===== config.mk =====
export PLATFORM = sky130hd
export DESIGN_NAME = riscv_mc_control_unit
export DESIGN_NICKNAME = d
export VERILOG_FILES = /design/src/rtl/riscv_mc_control_unit.sv
export SDC_FILE = /design/constraint.sdc
export NUM_CORES = 1
export LEC_CHECK = 0
export BUFFER_PORTS_ARGS = -buffer_cell sky130_fd_sc_hd__buf_2
export CAP_MARGIN = 10
export CORE_UTILIZATION = 35
export CTS_BUF_LIST = sky130_fd_sc_hd__clkbuf_8
export DETAILED_ROUTE_END_ITERATION = 10
export SLEW_MARGIN = 20
export SYNTH_ARGS = -nofsm -noshare
export SYNTH_HDL_FRONTEND = slang
export SYNTH_SLANG_ARGS = --single-unit

===== constraint.sdc =====
create_clock -name clk -period 5.4 [get_ports clk]
set_clock_uncertainty 0.2 [all_clocks]
set_input_delay 0.81 -clock clk [delete_from_list [all_inputs] [get_ports clk]]
set_output_delay 0.81 -clock clk [all_outputs]
set_load 0.1 [all_outputs]

===== src/rtl/riscv_mc_control_unit.sv =====
// Multi-cycle RV32I controller: FETCH -> DECODE -> EXECUTE (-> MEM) sequencing with
// a latched instruction register, decoded datapath controls and a bus ready handshake.
module riscv_mc_control_unit (
  input  logic        clk,
  input  logic        reset_n,
  input  logic [31:0] instrCode,
  input  logic        busReady,
  output logic        irEn,
  output logic        pcEn,
  output logic        regFileWe,
  output logic        aluSrcMuxSel,
  output logic [3:0]  aluControl,
  output logic [2:0]  RFWDSrcMuxSel,
  output logic        branch,
  output logic        JAL,
  output logic        JALR,
  output logic        busReq,
  output logic        busWe,
  output logic        illegalInstr
);

  localparam logic [6:0] OP_R     = 7'b0110011;
  localparam logic [6:0] OP_I     = 7'b0010011;
  localparam logic [6:0] OP_L     = 7'b0000011;
  localparam logic [6:0] OP_S     = 7'b0100011;
  localparam logic [6:0] OP_B     = 7'b1100011;
  localparam logic [6:0] OP_LUI   = 7'b0110111;
  localparam logic [6:0] OP_AUIPC = 7'b0010111;
  localparam logic [6:0] OP_JAL   = 7'b1101111;
  localparam logic [6:0] OP_JALR  = 7'b1100111;

  typedef enum logic [1:0] {
    S_FETCH,
    S_DECODE,
    S_EXECUTE,
    S_MEM
  } state_t;

  typedef enum logic [3:0] {
    C_R,
    C_I,
    C_L,
    C_S,
    C_B,
    C_LUI,
    C_AUIPC,
    C_JAL,
    C_JALR,
    C_ILLEGAL
  } iclass_t;

  state_t      r_state;
  state_t      w_state_next;
  logic        r_run;
  logic [6:0]  r_ir_opcode;
  logic [2:0]  r_ir_funct3;
  logic        r_ir_funct7b5;

  iclass_t     w_class;
  logic        w_alu_src;
  logic [3:0]  w_alu_ctrl;
  logic [2:0]  w_rfwd_sel;
  logic        w_writes_rd;
  logic        w_is_mem;

  logic        w_ir_en;
  logic        w_pc_en;
  logic        w_rf_we;
  logic        w_drive_dec;
  logic        w_branch;
  logic        w_jal;
  logic        w_jalr;
  logic        w_bus_req;
  logic        w_bus_we;
  logic        w_illegal;

  // Only opcode, funct3 and funct7[5] steer control; the rest belongs to the datapath.
  logic        w_unused_ir_bits;
  assign w_unused_ir_bits = ^{instrCode[31], instrCode[29:15], instrCode[11:7]};

  // r_run releases one edge after reset_n rises, so reset removal is seen synchronously.
  always_ff @(posedge clk or negedge reset_n) begin
    if (!reset_n) begin
      r_run <= 1'b0;
    end else begin
      r_run <= 1'b1;
    end
  end

  always_ff @(posedge clk or negedge reset_n) begin
    if (!reset_n) begin
      r_state <= S_FETCH;
    end else if (r_run) begin
      r_state <= w_state_next;
    end
  end

  always_ff @(posedge clk or negedge reset_n) begin
    if (!reset_n) begin
      r_ir_opcode   <= 7'd0;
      r_ir_funct3   <= 3'd0;
      r_ir_funct7b5 <= 1'b0;
    end else if (irEn) begin
      r_ir_opcode   <= instrCode[6:0];
      r_ir_funct3   <= instrCode[14:12];
      r_ir_funct7b5 <= instrCode[30];
    end
  end

  always_comb begin
    w_class = C_ILLEGAL;
    case (r_ir_opcode)
      OP_R:     w_class = C_R;
      OP_I:     w_class = C_I;
      OP_L:     w_class = C_L;
      OP_S:     w_class = C_S;
      OP_B:     w_class = C_B;
      OP_LUI:   w_class = C_LUI;
      OP_AUIPC: w_class = C_AUIPC;
      OP_JAL:   w_class = C_JAL;
      OP_JALR:  w_class = C_JALR;
      default:  w_class = C_ILLEGAL;
    endcase
  end

  always_comb begin
    w_alu_src   = 1'b0;
    w_alu_ctrl  = 4'b0000;
    w_rfwd_sel  = 3'd0;
    w_writes_rd = 1'b0;
    w_is_mem    = 1'b0;
    case (w_class)
      C_R: begin
        w_alu_ctrl  = {r_ir_funct7b5, r_ir_funct3};
        w_writes_rd = 1'b1;
      end
      C_I: begin
        // funct7[5] only distinguishes srai from srli; addi's imm[10] must not select SUB.
        w_alu_src   = 1'b1;
        w_alu_ctrl  = {(r_ir_funct3 == 3'b101) ? r_ir_funct7b5 : 1'b0, r_ir_funct3};
        w_writes_rd = 1'b1;
      end
      C_L: begin
        w_alu_src   = 1'b1;
        w_rfwd_sel  = 3'd1;
        w_writes_rd = 1'b1;
        w_is_mem    = 1'b1;
      end
      C_S: begin
        w_alu_src = 1'b1;
        w_is_mem  = 1'b1;
      end
      C_B: begin
        w_alu_ctrl = {1'b0, r_ir_funct3};
      end
      C_LUI: begin
        w_rfwd_sel  = 3'd3;
        w_writes_rd = 1'b1;
      end
      C_AUIPC: begin
        w_rfwd_sel  = 3'd4;
        w_writes_rd = 1'b1;
      end
      C_JAL: begin
        w_rfwd_sel  = 3'd2;
        w_writes_rd = 1'b1;
      end
      C_JALR: begin
        w_alu_src   = 1'b1;
        w_rfwd_sel  = 3'd2;
        w_writes_rd = 1'b1;
      end
      default: begin
        w_alu_src = 1'b0;
      end
    endcase
  end

  always_comb begin
    w_state_next = r_state;
    w_ir_en      = 1'b0;
    w_pc_en      = 1'b0;
    w_rf_we      = 1'b0;
    w_drive_dec  = 1'b0;
    w_branch     = 1'b0;
    w_jal        = 1'b0;
    w_jalr       = 1'b0;
    w_bus_req    = 1'b0;
    w_bus_we     = 1'b0;
    w_illegal    = 1'b0;
    case (r_state)
      S_FETCH: begin
        w_ir_en      = 1'b1;
        w_state_next = S_DECODE;
      end
      S_DECODE: begin
        if (w_class == C_ILLEGAL) begin
          w_illegal    = 1'b1;
          w_pc_en      = 1'b1;
          w_state_next = S_FETCH;
        end else begin
          w_drive_dec  = 1'b1;
          w_state_next = S_EXECUTE;
        end
      end
      S_EXECUTE: begin
        w_drive_dec = 1'b1;
        if (w_is_mem) begin
          w_state_next = S_MEM;
        end else begin
          w_pc_en      = 1'b1;
          w_rf_we      = w_writes_rd;
          w_branch     = (w_class == C_B);
          w_jal        = (w_class == C_JAL);
          w_jalr       = (w_class == C_JALR);
          w_state_next = S_FETCH;
        end
      end
      S_MEM: begin
        w_drive_dec = 1'b1;
        w_bus_req   = 1'b1;
        w_bus_we    = (w_class == C_S);
        if (busReady) begin
          w_pc_en      = 1'b1;
          w_rf_we      = (w_class == C_L);
          w_state_next = S_FETCH;
        end
      end
      default: begin
        w_state_next = S_FETCH;
      end
    endcase
  end

  // Gating with r_run makes every output fall to 0 the instant reset_n is asserted.
  assign irEn          = r_run & w_ir_en;
  assign pcEn          = r_run & w_pc_en;
  assign regFileWe     = r_run & w_rf_we;
  assign aluSrcMuxSel  = r_run & w_drive_dec & w_alu_src;
  assign aluControl    = {4{r_run & w_drive_dec}} & w_alu_ctrl;
  assign RFWDSrcMuxSel = {3{r_run & w_drive_dec}} & w_rfwd_sel;
  assign branch        = r_run & w_branch;
  assign JAL           = r_run & w_jal;
  assign JALR          = r_run & w_jalr;
  assign busReq        = r_run & w_bus_req;
  assign busWe         = r_run & w_bus_we;
  assign illegalInstr  = r_run & w_illegal;

endmodule

### Yosys cells after proc, flatten, opt, wreduce, memory -nomap -nowiden

Index checks and enable logic that the tools add are counted.

* bits in registers: 14
* input port bits: 35
* output and inout bits: 17
* logic and storage cells: 79

* eq/ne operators: 23
* muxes and demuxes: 30
* bitwise gates (word level): 13
* reductions and logical operators: 8

Operators with widths (count)
* $pmux 4 s9: 1
* $eq 7x6->1 const B: 3
* $eq 7x7->1 const B: 3
* $mux 1: 20
* $eq 4x3->1 const B: 4
* $eq 7x5->1 const B: 2
* $pmux 3 s4: 1
* $pmux 4 s3: 1
* $and 1x1->1: 11
* $eq 4x2->1 const B: 2
* $eq 4x4->1 const B: 2
* $pmux 2 s4: 1
* $eq 7x2->1 const B: 1
* $reduce_or 7->1: 1
* $mux 2: 3
* $reduce_or 2->1: 3
* $and 4x4->4: 1
* $eq 2x2->1 const B: 2
* $eq 4x1->1 const B: 1
* $logic_not 4->1: 1
* $pmux 1 s2: 2
* $reduce_or 4->1: 1
* $and 3x3->3: 1
* $eq 3x3->1 const B: 1
* 5 further kinds: 5

### Longest topological paths before layout

Gate-level depths: netlist of run 1.

* depth after elaboration: 8
* depth in mapped cells: 6
* mapped depth without buffers: 4

### Worst setup path after synthesis of run 1

OpenSTA, ideal clock, no wires.

* kind: register to output
* start: register r_ir_opcode[6]
* end: output port regFileWe
* arrival time: 4.035 ns
* data required time: 4.390 ns
* setup slack: 0.355 ns
* stages on the path, launching flop included: 5
* path buffers: 1
* path through: dfrtp_1 clkbuf_1 and4bb_1 nand2_1 o41ai_1

* longest elaborated chain between the ends: 8
* elaborated cells between the ends (all ways): 26
* classes of those cells: eq/ne (16); mux (6); bitwise (1); reduce/logical (3)

Ends and longest elaborated chain
* start, declared: line 55 `logic [6:0] r_ir_opcode;`
* start signal, assigned: line 104 `r_ir_opcode <= instrCode[6:0];`
* $eq 7x7->1 (tied with other cells): line 112 `case (r_ir_opcode)`
* $pmux 4 s9 *: line 112
* $eq 4x3->1 (tied with other cells): line 132 `case (w_class)`
* $reduce_or 7->1 (no source line) / $reduce_or 2->1 (equally long branches)
* $mux 1: line 132
* $mux 1: line 208 `if (w_is_mem) begin`
* $pmux 1 s2 *: line 191 `case (r_state)`
* $and 1x1->1 *: line 238 `assign regFileWe = r_run & w_rf_we;`
* end, declared: line 10 `output logic regFileWe,`

Mark *: on every way between the ends. The rest lies on a longest branch, timed or not.

### Worst setup path in the final report of run 1

* start: register r_state[0]
* end: output port RFWDSrcMuxSel[1]

* longest elaborated chain between the ends: 5
* elaborated cells between the ends (all ways): 7
* classes of those cells: eq/ne (3); mux (1); bitwise (2); reduce/logical (1)

Ends and longest elaborated chain
* start, declared: line 52 `state_t r_state;`
* start signal, assigned: line 94 `r_state <= w_state_next;`
* $eq 2x2->1: line 191
* $reduce_or 2->1 (no source line)
* $pmux 1 s2 *: line 191
* $and 1x1->1 *: line 241 `assign RFWDSrcMuxSel = {3{r_run & w_drive_dec}} & w_rfwd_sel;`
* $and 3x3->3 *: line 241
* end, declared: line 13 `output logic [2:0] RFWDSrcMuxSel,`

Marked as above.

==> metrics.md, run 1 <==
| Metric | Value |
|---|---|
| Status | finished clean |
| Vias/cell | 5.75 |
| WL per Instance | 14.1 um |
| All-Layer GR Usage | 16.1% |
| Final setup TNS | 0 ps |
| Final net count | 177 |
| Worst Hold Class | input port to async pin |
| Post-Syn Instances | 115 |
| R2r setup slk | 3600 ps |
| Share of cells above drive strength 1 | 36.2% |
| Die X | 56.0 um |
| Post-synthesis sequential area ratio | 34.3% |
| Critical path type | flop to output port |
| Max VDD drop | 0.295 mV |
| Max-slew violations | 0 |
| Die area | 3140 um2 |
| Synthesized net count | 150 |
| Core Area | around 2800 um2 |
| Ports | 52 |
| Inserted Clock Buffers | 3 |
| P&R area growth vs syn | 20.6% |
| CP cell instances | inv_1 > or3_4 > o311a_4 > a2111oi_4 > buf_2 |
| Syn Std Cell Area | approximately 1000 um2 |
| CP max-delay cell | dfrtp_1 |
| Remaining global-route overflow | 0 |
| Antenna Violating Nets Remaining | 0 |
| Buffers plus inverters on the worst setup path | 2 |
| Vias in the first global route | 943 |
| Yosys top cell by area | dfrtp_1 |
| Largest net degree at the start of global routing | 16 |
| Ys flop type | dfrtp_1 |
| Async S/R FF share, synth | 100% |
| Fin crit share | roughly 65% |
| Setup crit end | RFWDSrcMuxSel[1] |
| Die height | 56.0 um |
| Largest fanout on the critical path | 11 |
| Worst EP arrival | 2520 ps |
| DP HPWL | 1.78 mm |
| Initial Util | 37.1% |
| Share of the synthesized area in the top cell type | between 30 and 40% |
| Syn Area/Cell | just under 9 um2 |
| Synth area leaders | dfrtp_1 34%, mux2_2 11%, nand2_1 4.0% |
| Reg2Reg Launch Point | r_ir_opcode[3]$_DFFE_PN0P_ |
| Drt first pass iters | 4 |
| Largest stage delay, worst path | around 550 ps |
| Site Rows | 19 |
| #FFs+latches synth | 14 |
| Pleak | 0.000566 uW |
| Cell family with most CP delay | buffers and inverters |
| Post-CTS Resized | 0 |
| H-tree levels | 1 |
| Longest Clk Path Bufs | 2 |
| CTS Sinks | 14 |
| Syn. warnings | 0 |
| Power density over the cells | 571 nW/um2 |
| Post-synth EDFFs | 0 |
| Worst r2r path cells | 4 |
| Required time worst endpoint | around 4400 ps |
| # fillers | 282 |
| Clock Latency Late Sink | 240 ps |
| Startpoint types | flop |
| Post-CTS setup buffers | 0 |
| Residual DRC | 0 |
| I/O Buffers | 30 |
| Ant. Diodes | 0 |
| Via count | 989 |
| Clock period minus final worst setup slack | 3530 ps |
| GPL Wtd Cong | 0.889 |
| Max Cap Viol | 0 |
| Most common cell in the netlist | dfrtp_1 |
| Initial antenna violation count | 0 |
| Top post-synthesis cells by count | 14 x dfrtp_1, 11 x nand2_1, 10 x mux2_2 |
| CTS tree | yes |
| Root Buffer | clkbuf_8 |
| Max Fclk | 283 MHz |
| CP Launch Point | r_state[0]$_DFFE_PN0P_ |
| Hold violation count in the final report | 0 |
| Crit. End Element | output port |
| Final hold slack | 250 ps |
| Critical path depth | 5 |
| Worst-path clk slew | 50 ps |
| Final wirelength | approximately 2.4 mm |
| Wire length of the first global-routing pass | 4.08 mm |
| Drt first-iter violations | 23 |
| Reg-to-reg endpoint | r_state[1]$_DFFE_PN0P_ |
| RSZ-0062 raised after global routing | false |
| Post-synth cell types | 39 |
| Setup Viol. Count Final | 0 |
| Post-CTS Hold Buffers | 0 |
[cell families after synthesis]
kind of cell    synth area share (%)
compound gates                  20.0
xor+xnor                       0.857
buf+inv                         6.61
flops                           34.3
mux                             11.0
other cells                    0.367
simple gates                    26.9
[final cells by class]
type	instances	area [um2]	share of cell area, %
clock buffer	4	55.1	4.47
sequential	14	350	28.4
multi-input combinational	85	604	49.0
timing repair buffer	31	158	12.8
inverter	7	26.3	2.13
tap	31	38.8	3.15
[per-stage QoR]
step	cell area (um2)	cells	util [%]	worst slack, ps	power [uW]
6_report	1230	172	44.7	1870	703
4_1_cts	1230	172	44.7	1900	702
5_1_grt	1230	172	44.7	1770	752
2_1_floorplan	1020	115	-	355	533
3_3_place_gp	1180	168	42.7	2190	590
3_5_place_dp	1180	168	42.7	2170	602
[worst register-to-register path, delay by kind of cell (launching register included)]
family           cells  cell delay (ps)
AO/OA/AOI/OAI        3              540
AND/OR/NAND/NOR      1              360
flip-flops           1              600
[worst min path at each step]
stage,endpoint,cells after the start,start
floorplan,r_ir_funct7b5$_DFFE_PN0P_,1,r_ir_funct7b5$_DFFE_PN0P_
global placement,r_ir_opcode[1]$_DFFE_PN0P_,1,r_ir_opcode[1]$_DFFE_PN0P_
detailed placement,r_ir_funct7b5$_DFFE_PN0P_,1,r_ir_funct7b5$_DFFE_PN0P_
CTS,r_ir_opcode[0]$_DFFE_PN0P_,1,reset_n
global route,r_run$_DFF_PN0_,1,reset_n
finish,r_run$_DFF_PN0_,1,reset_n
[cells in the final DEF (no fill, tap or decap), drive strengths merged]
master / synthesis / final
a2111o: 1 / 1
a2111oi: 2 / 2
a211o: 1 / 1
a21oi: 2 / 2
a31oi: 2 / 2
a32oi: 1 / 1
a41o: 1 / 1
a41oi: 1 / 1
and3: 6 / 6
and4bb: 1 / 1
buf: 4 / 31
clkbuf: 5 / 4
conb: 1 / 1
dfrtp: 14 / 14
inv: 7 / 7
mux2: 10 / 10
nand2: 11 / 11
nand2b: 4 / 4
nand3: 4 / 4
nand3b: 2 / 2
nor2: 5 / 5
nor2b: 3 / 3
nor3: 8 / 8
nor4b: 1 / 1
o21ai: 6 / 6
o21bai: 1 / 1
o22ai: 1 / 1
o311a: 1 / 1
o311ai: 1 / 1
o32ai: 1 / 1
o41ai: 1 / 1
or2: 1 / 1
or3: 3 / 3
or4: 1 / 1
xnor2: 1 / 1
[sequential cells by signal, indices dropped and copies added, names as in the netlist]
| signal | count |
|---|---|
| r_run | 1 |
| r_ir_funct7b5 | 1 |
| r_ir_funct3 | 3 |
| r_ir_opcode | 7 |
| r_state | 2 |
[where the power goes]
part	leakage, uW	internal, uW	switching [uW]
sequential	0.000166	153	108
combinational	0.000371	129	214
clock	0.0000288	64.5	33.8
[metal layers]
layer,GRT usage (%),vias to the layer above,share of wire [%]
met3,1.86,4,3.8
li1,-,477,-
met4,6.97,0,0.95
met2,26.7,31,49
met1,21.2,477,46
met5,0,-,0
(Power assumes the default switching activity.)
==> run 2: changes to the inputs <==
==> constraint.sdc (replaced) <==
create_clock -name clk -period 3.7 [get_ports clk]
set_clock_uncertainty 0.2 [all_clocks]
set_input_delay 0.555 -clock clk [delete_from_list [all_inputs] [get_ports clk]]
set_output_delay 0.555 -clock clk [all_outputs]
set_load 0.1 [all_outputs]
==> run 2 against run 1 <==
  * Via count is 3.6% lower
  * Sequential share of layout area is 0.59 points lower
  * Utilization is 0.95 points higher
  * Die area stayed put
  * Register-to-register slack worse by 1600 ps
  * Worst setup slack worse by 1400 ps
  * Largest cell class unchanged
  * Largest power group unchanged
  * Highest routed layer unchanged
  * Critical path depth stayed put
==> metrics.md, run 2 (synthesis gave the netlist of run 1 again) <==
| Metric | Value |
|---|---|
| Worst-path clk slew | 60 ps |
| Clock share of power | 12.4% |
| Max-slew violations | 0 |
| Fin crit share | between 80% and 90% |
| Post-CTS setup buffers | 0 |
| Biggest register | r_ir_opcode |
| I/O Buffers | 30 |
| Site Rows | 19 |
| Net Sw Frac | 51.4% |
| Max FFs per register | 7 |
| Met2 WL post-DR | between 1 and 1.5 mm |
| Drt first-iter violations | 20 |
| Worst r2r path cells | 4 |
| Longest Clk Path Bufs | 2 |
| Inserted Clock Buffers | 3 |
| Sequential Area | 350 um2 |
| Reg-to-reg endpoint | r_state[1]$_DFFE_PN0P_ |
| Total power | approximately 1000 uW |
| Required time worst endpoint | 2940 ps |
| Max Fclk | 306 MHz |
| Core Area | approximately 2800 um2 |
| RSZ-0062 raised after global routing | false |
| Crit. End Element | output port |
| Slew of the pin with the lowest slew margin | between 500 and 600 ps |
| # fillers | 276 |
| Remaining global-route overflow | 0 |
| Largest fanout on the critical path | 11 |
| Post-CTS Hold Buffers | 0 |
| Die X | 56.0 um |
| Initial Util | 37.1% |
| Reg2Reg Launch Point | r_ir_opcode[2]$_DFFE_PN0P_ |
| Die area | around 3100 um2 |
| Uppermost layer routed | met4 |
| Clock Latency Late Sink | 250 ps |
| Status | finished clean |
| Hold violation count in the final report | 0 |
| R2r setup slk | just under 2000 ps |
| Share of cells above drive strength 1 | 38.3% |
| Final wirelength | 2.41 mm |
| Vias/cell | ~5.5 |
| Non-Filler Instances | 172 |
| Dpl cells | 169 |
| Rel. slew slack | 65.6% |
| Commonest non-fill, non-tap cells in the layout | 30 x buf_2, 14 x dfrtp_1, 11 x nand2_1 |
| Critical path type | flop to output port |
| DP HPWL | 1.80 mm |
| Met3 routed WL | 164 um |
| Worst EP arrival | about 2500 ps |
| Largest net degree at the start of global routing | 16 |
| Ant. Diodes | 0 |
| Worst Hold Class | input port to async pin |
| Final net count | between 150 and 200 |
| Ports | 52 |
| H-tree levels | 1 |
| Max Cap Viol | 0 |
| Startpoint types | flop |
| CP cell instances | inv_1 > or3_4 > o311a_4 > a2111oi_4 > buf_2 |
| Comb power frac | roughly 53% |
| Commonest non-fill, non-tap cell in the layout | buf_2 |
| Largest stage delay, worst path | 540 ps |
| GPL Wtd Cong | 0.796 |
| Via count | 953 |
| M1 wire length | 1.06 mm |
| Residual DRC | 0 |
| Initial antenna violation count | 0 |
| Sequential share of power | about a third |
| Antenna Violating Nets Remaining | 0 |
| WL per Instance | between 10 and 15 um |
| Vias in the first global route | 942 |
| Power density over the cells | 813 nW/um2 |
| Post-route cell area | 1260 um2 |
| Multi-input gate area | roughly 640 um2 |
| Power Internal | 497 uW |
| Max VDD drop | 0.647 mV |
| Pleak | 0.000573 uW |
| Area after DPL | 1220 um2 |
| CTS Sinks | 14 |
| Post-CTS Resized | 0 |
| All-Layer GR Usage | 16.6% |
| Wire length of the first global-routing pass | 4.17 mm |
| CTS tree | yes |
| Psw | 526 uW |
| Clock period minus final worst setup slack | approximately 3300 ps |
| CP max-delay cell | dfrtp_1 |
| Root Buffer | clkbuf_8 |
| Die height | between 50 and 60 um |
| P&R area growth vs syn | 23.1% |
| Top flop regs | r_ir_opcode: 7 flops, r_ir_funct3: 3 flops, r_state: 2 flops |
| Drt first pass iters | 4 |
| Setup Viol. Count Final | 0 |
==> run 2: power by group through the flow <==
stage / Sequential (uW) / Clock (uW) / Combinational, uW
floorplan: 263 / 0 / 534
global placement: 355 / 0 / 533
detailed placement: 360 / 0 / 541
CTS: 358 / 131 / 542
global route: 377 / 139 / 586
finish: 357 / 127 / 539
==> run 2: worst max-delay path: cells and delay by family, from the launching register on <==
kind	cells	cell delay [ps]
compound gates	2	660
buf+inv	2	650
flops	1	540
simple gates	1	410
==> run 2: worst max path at each step <==
stage,startpoint,to,slack (ps),depth (start not counted)
after floorplan,r_state[1]$_DFFE_PN0P_,JALR,-140,5
after global placement,r_state[0]$_DFFE_PN0P_,RFWDSrcMuxSel[1],730,5
after detailed placement,r_state[0]$_DFFE_PN0P_,RFWDSrcMuxSel[1],730,5
after CTS,r_state[0]$_DFFE_PN0P_,RFWDSrcMuxSel[1],440,5
after global routing,r_state[0]$_DFFE_PN0P_,RFWDSrcMuxSel[1],350,5
final,r_state[0]$_DFFE_PN0P_,RFWDSrcMuxSel[1],430,5
==> run 2: metrics by stage <==
stage          setup TNS (ps)  utilization, %  hold slack, ps  setup slack (ps)
2_1_floorplan            -276               -            59.4              -144
3_3_place_gp                0            44.1             265               735
3_5_place_dp                0            44.1             279               728
4_1_cts                     0            45.6            9.95               444
5_1_grt                     0            45.6            15.1               347
6_report                    0            45.6           0.576               435
==> run 2: per-layer routing <==
metal | vias to the layer above | global-route usage, %
met5 | - | 0
met4 | 0 | 4.53
met3 | 2 | 4.19
met2 | 33 | 28.4
met1 | 448 | 20.7
li1 | 470 | -
==> run 2: layout make-up <==
type	count	area share, %
Inverter	7	2.09
Sequential cell	14	27.8
Clock buffer	3	3.28
Tap cell	31	3.08
Multi-Input combinational cell	85	50.6
Timing Repair Buffer	32	13.1
==> run 3: changes to the inputs <==
--- a/config.mk
+++ b/config.mk
@@ -8,8 +8,8 @@
 export BUFFER_PORTS_ARGS = -buffer_cell sky130_fd_sc_hd__buf_2
 export CAP_MARGIN = 10
 export CORE_UTILIZATION = 35
-export CTS_BUF_LIST = sky130_fd_sc_hd__clkbuf_8
 export DETAILED_ROUTE_END_ITERATION = 10
+export SKIP_LAST_GASP = 1
 export SLEW_MARGIN = 20
 export SYNTH_ARGS = -nofsm -noshare
 export SYNTH_HDL_FRONTEND = slang
==> run 3 against run 2 <==
  * Utilization is 0.32 points lower
  * Maximum frequency is 1.2% lower
  * Sequential share of layout area is 0.20 points higher
  * Via count is 0.10% lower
  * Critical path type unchanged
  * Critical endpoint unchanged
==> metrics.md, run 3 (synthesis gave the netlist of run 1 again) <==
| Metric | Value |
|---|---|
| Status | finished clean |
| Crit. End Element | output port |
| Biggest register | r_ir_opcode |
| Max VDD drop | 0.646 mV |
| Reg-to-reg endpoint | r_state[1]$_DFFE_PN0P_ |
| Ant. Diodes | 0 |
| Worst Hold Class | input port to flop |
| Die area | 3140 um2 |
| Hold violation count in the final report | 0 |
| Drt first-iter violations | 20 |
| Critical path type | flop to output port |
| Startpoint types | flop |
| Die height | 56.0 um |
| Site Rows | 19 |
| Vias/cell | 5.50 |
| All-Layer GR Usage | 16.5% |
| R2r setup slk | 1950 ps |
| Largest net degree at the start of global routing | 16 |
| Inserted Clock Buffers | 3 |
| Clock period minus final worst setup slack | 3310 ps |
| Commonest non-fill, non-tap cell in the layout | buf_2 |
| Max-slew violations | 0 |
| Rel. slew slack | 65.7% |
| Vias in the first global route | 939 |
| Max FFs per register | 7 |
| Final core occ | 45.3% |
| Fin crit share | between 80% and 90% |
| Wire length of the first global-routing pass | approximately 4.2 mm |
| Required time worst endpoint | 2940 ps |
| Final setup TNS | 0 ps |
| Antenna Violating Nets Remaining | 0 |
| Root Buffer | clkbuf_4 |
| Final net count | 179 |
| Reg2Reg Launch Point | r_ir_opcode[2]$_DFFE_PN0P_ |
| Worst hold stages | 3 |
| Max Fclk | 302 MHz |
| Worst EP arrival | between 2000 and 3000 ps |
| Initial Util | 37.1% |
| Residual DRC | 0 |
| Share of cells above drive strength 1 | 38.0% |
| GPL Wtd Cong | 0.796 |
| Core Area | 2760 um2 |
| Power density over the cells | 789 nW/um2 |
| Die X | 56.0 um |
| Via count | 952 |
| Pleak | 0.000570 uW |
| P&R area growth vs syn | 22.3% |
| I/O Buffers | 30 |
| DP HPWL | between 1.5 and 2 mm |
| RSZ-0062 raised after global routing | false |
| Ports | 52 |
| Commonest non-fill, non-tap cells in the layout | 30 x buf_2, 14 x dfrtp_1, 11 x nand2_1 |
| Remaining global-route overflow | 0 |
| Slew of the pin with the lowest slew margin | 507 ps |
| Initial antenna violation count | 0 |
| Worst-path clk slew | 90 ps |
| H-tree levels | 1 |
| Final wirelength | 2.41 mm |
| CP Launch Point | r_state[0]$_DFFE_PN0P_ |
| Max Cap Viol | 0 |
| WL per Instance | 13.9 um |
| CTS tree | yes |
| Setup Viol. Count Final | 0 |
| Drt first pass iters | 4 |
| CTS Sinks | 14 |
| Top flop regs | r_ir_opcode: 7 flops, r_ir_funct3: 3 flops, r_state: 2 flops |
| Largest fanout on the critical path | 11 |
| Longest Clk Path Bufs | 2 |
| Clock Latency Late Sink | 280 ps |
| Post-CTS Resized | 0 |
| Worst r2r path cells | 4 |
| Setup crit end | RFWDSrcMuxSel[1] |
## run 3: cell types whose count changed in the layout (fill, tap and decap cells not counted)
cell | previous run | this run
clkbuf_4 | 0 | 3
clkbuf_8 | 3 | 0
dlygate4sd3_1 | 0 | 1
## run 3: worst min path at each step
| stage | from | endpoint | slack [ps] |
|---|---|---|---|
| after floorplan | reset_n | r_ir_funct3[0]$_DFFE_PN0P_ | 60 |
| after global placement | reset_n | r_state[0]$_DFFE_PN0P_ | 260 |
| after detailed placement | reset_n | r_state[0]$_DFFE_PN0P_ | 280 |
| after CTS | instrCode[13] | r_ir_funct3[1]$_DFFE_PN0P_ | 290 |
| after global routing | instrCode[2] | r_ir_opcode[2]$_DFFE_PN0P_ | 300 |
| final | instrCode[13] | r_ir_funct3[1]$_DFFE_PN0P_ | 290 |
## run 3: cell type report
cell class,count,area [um2]
fillers,277,1510
well taps,31,38.8
inverters,7,26.3
repair buffers,33,175
multi-input cells,85,637
flip-flops and latches,14,350
clock buffers,3,22.5
## run 3: worst max-delay path: stages (launching register included)
cell and delay, ps:
dfrtp_1 550, inv_1 180, or3_4 410, o311a_4 350, a2111oi_4 310, buf_2 470
## run 3: timing repair
item | 4_1_cts | 5_1_grt
hold buffers | 1 | 0
buffers inserted | 0 | 0
endpoints found under the hold margin | 14 | 0
## run 3: routing by layer
| metal | vias up | track usage (%) | share of wire (%) |
|---|---|---|---|
| li1 | 473 | - | - |
| met1 | 451 | 21.3 | 46 |
| met2 | 26 | 28.6 | 49 |
| met3 | 2 | 2.79 | 4.8 |
| met4 | 0 | 3.83 | 0.29 |
| met5 | - | 0 | 0 |
## run 3: through the flow
stage / cells / hold slack (ps) / worst slack (ps) / instance area, um2 / total power [uW]
final: 173 / 287 / 394 / 1250 / 986
after global routing: 173 / 299 / 298 / 1250 / 1060
after CTS: 173 / 287 / 396 / 1250 / 993
after detailed placement: 169 / 279 / 728 / 1220 / 901
after global placement: 169 / 265 / 735 / 1220 / 888
after floorplan: 115 / 59.4 / -144 / 1050 / 797
## run 3: power breakdown
group	switching [uW]	internal (uW)	leakage (uW)	total (uW)
combinational	338	202	0.000389	540
sequential	134	224	0.000166	357
clock	51.3	37.7	0.0000138	89.0
total	523	463	0.000570	986
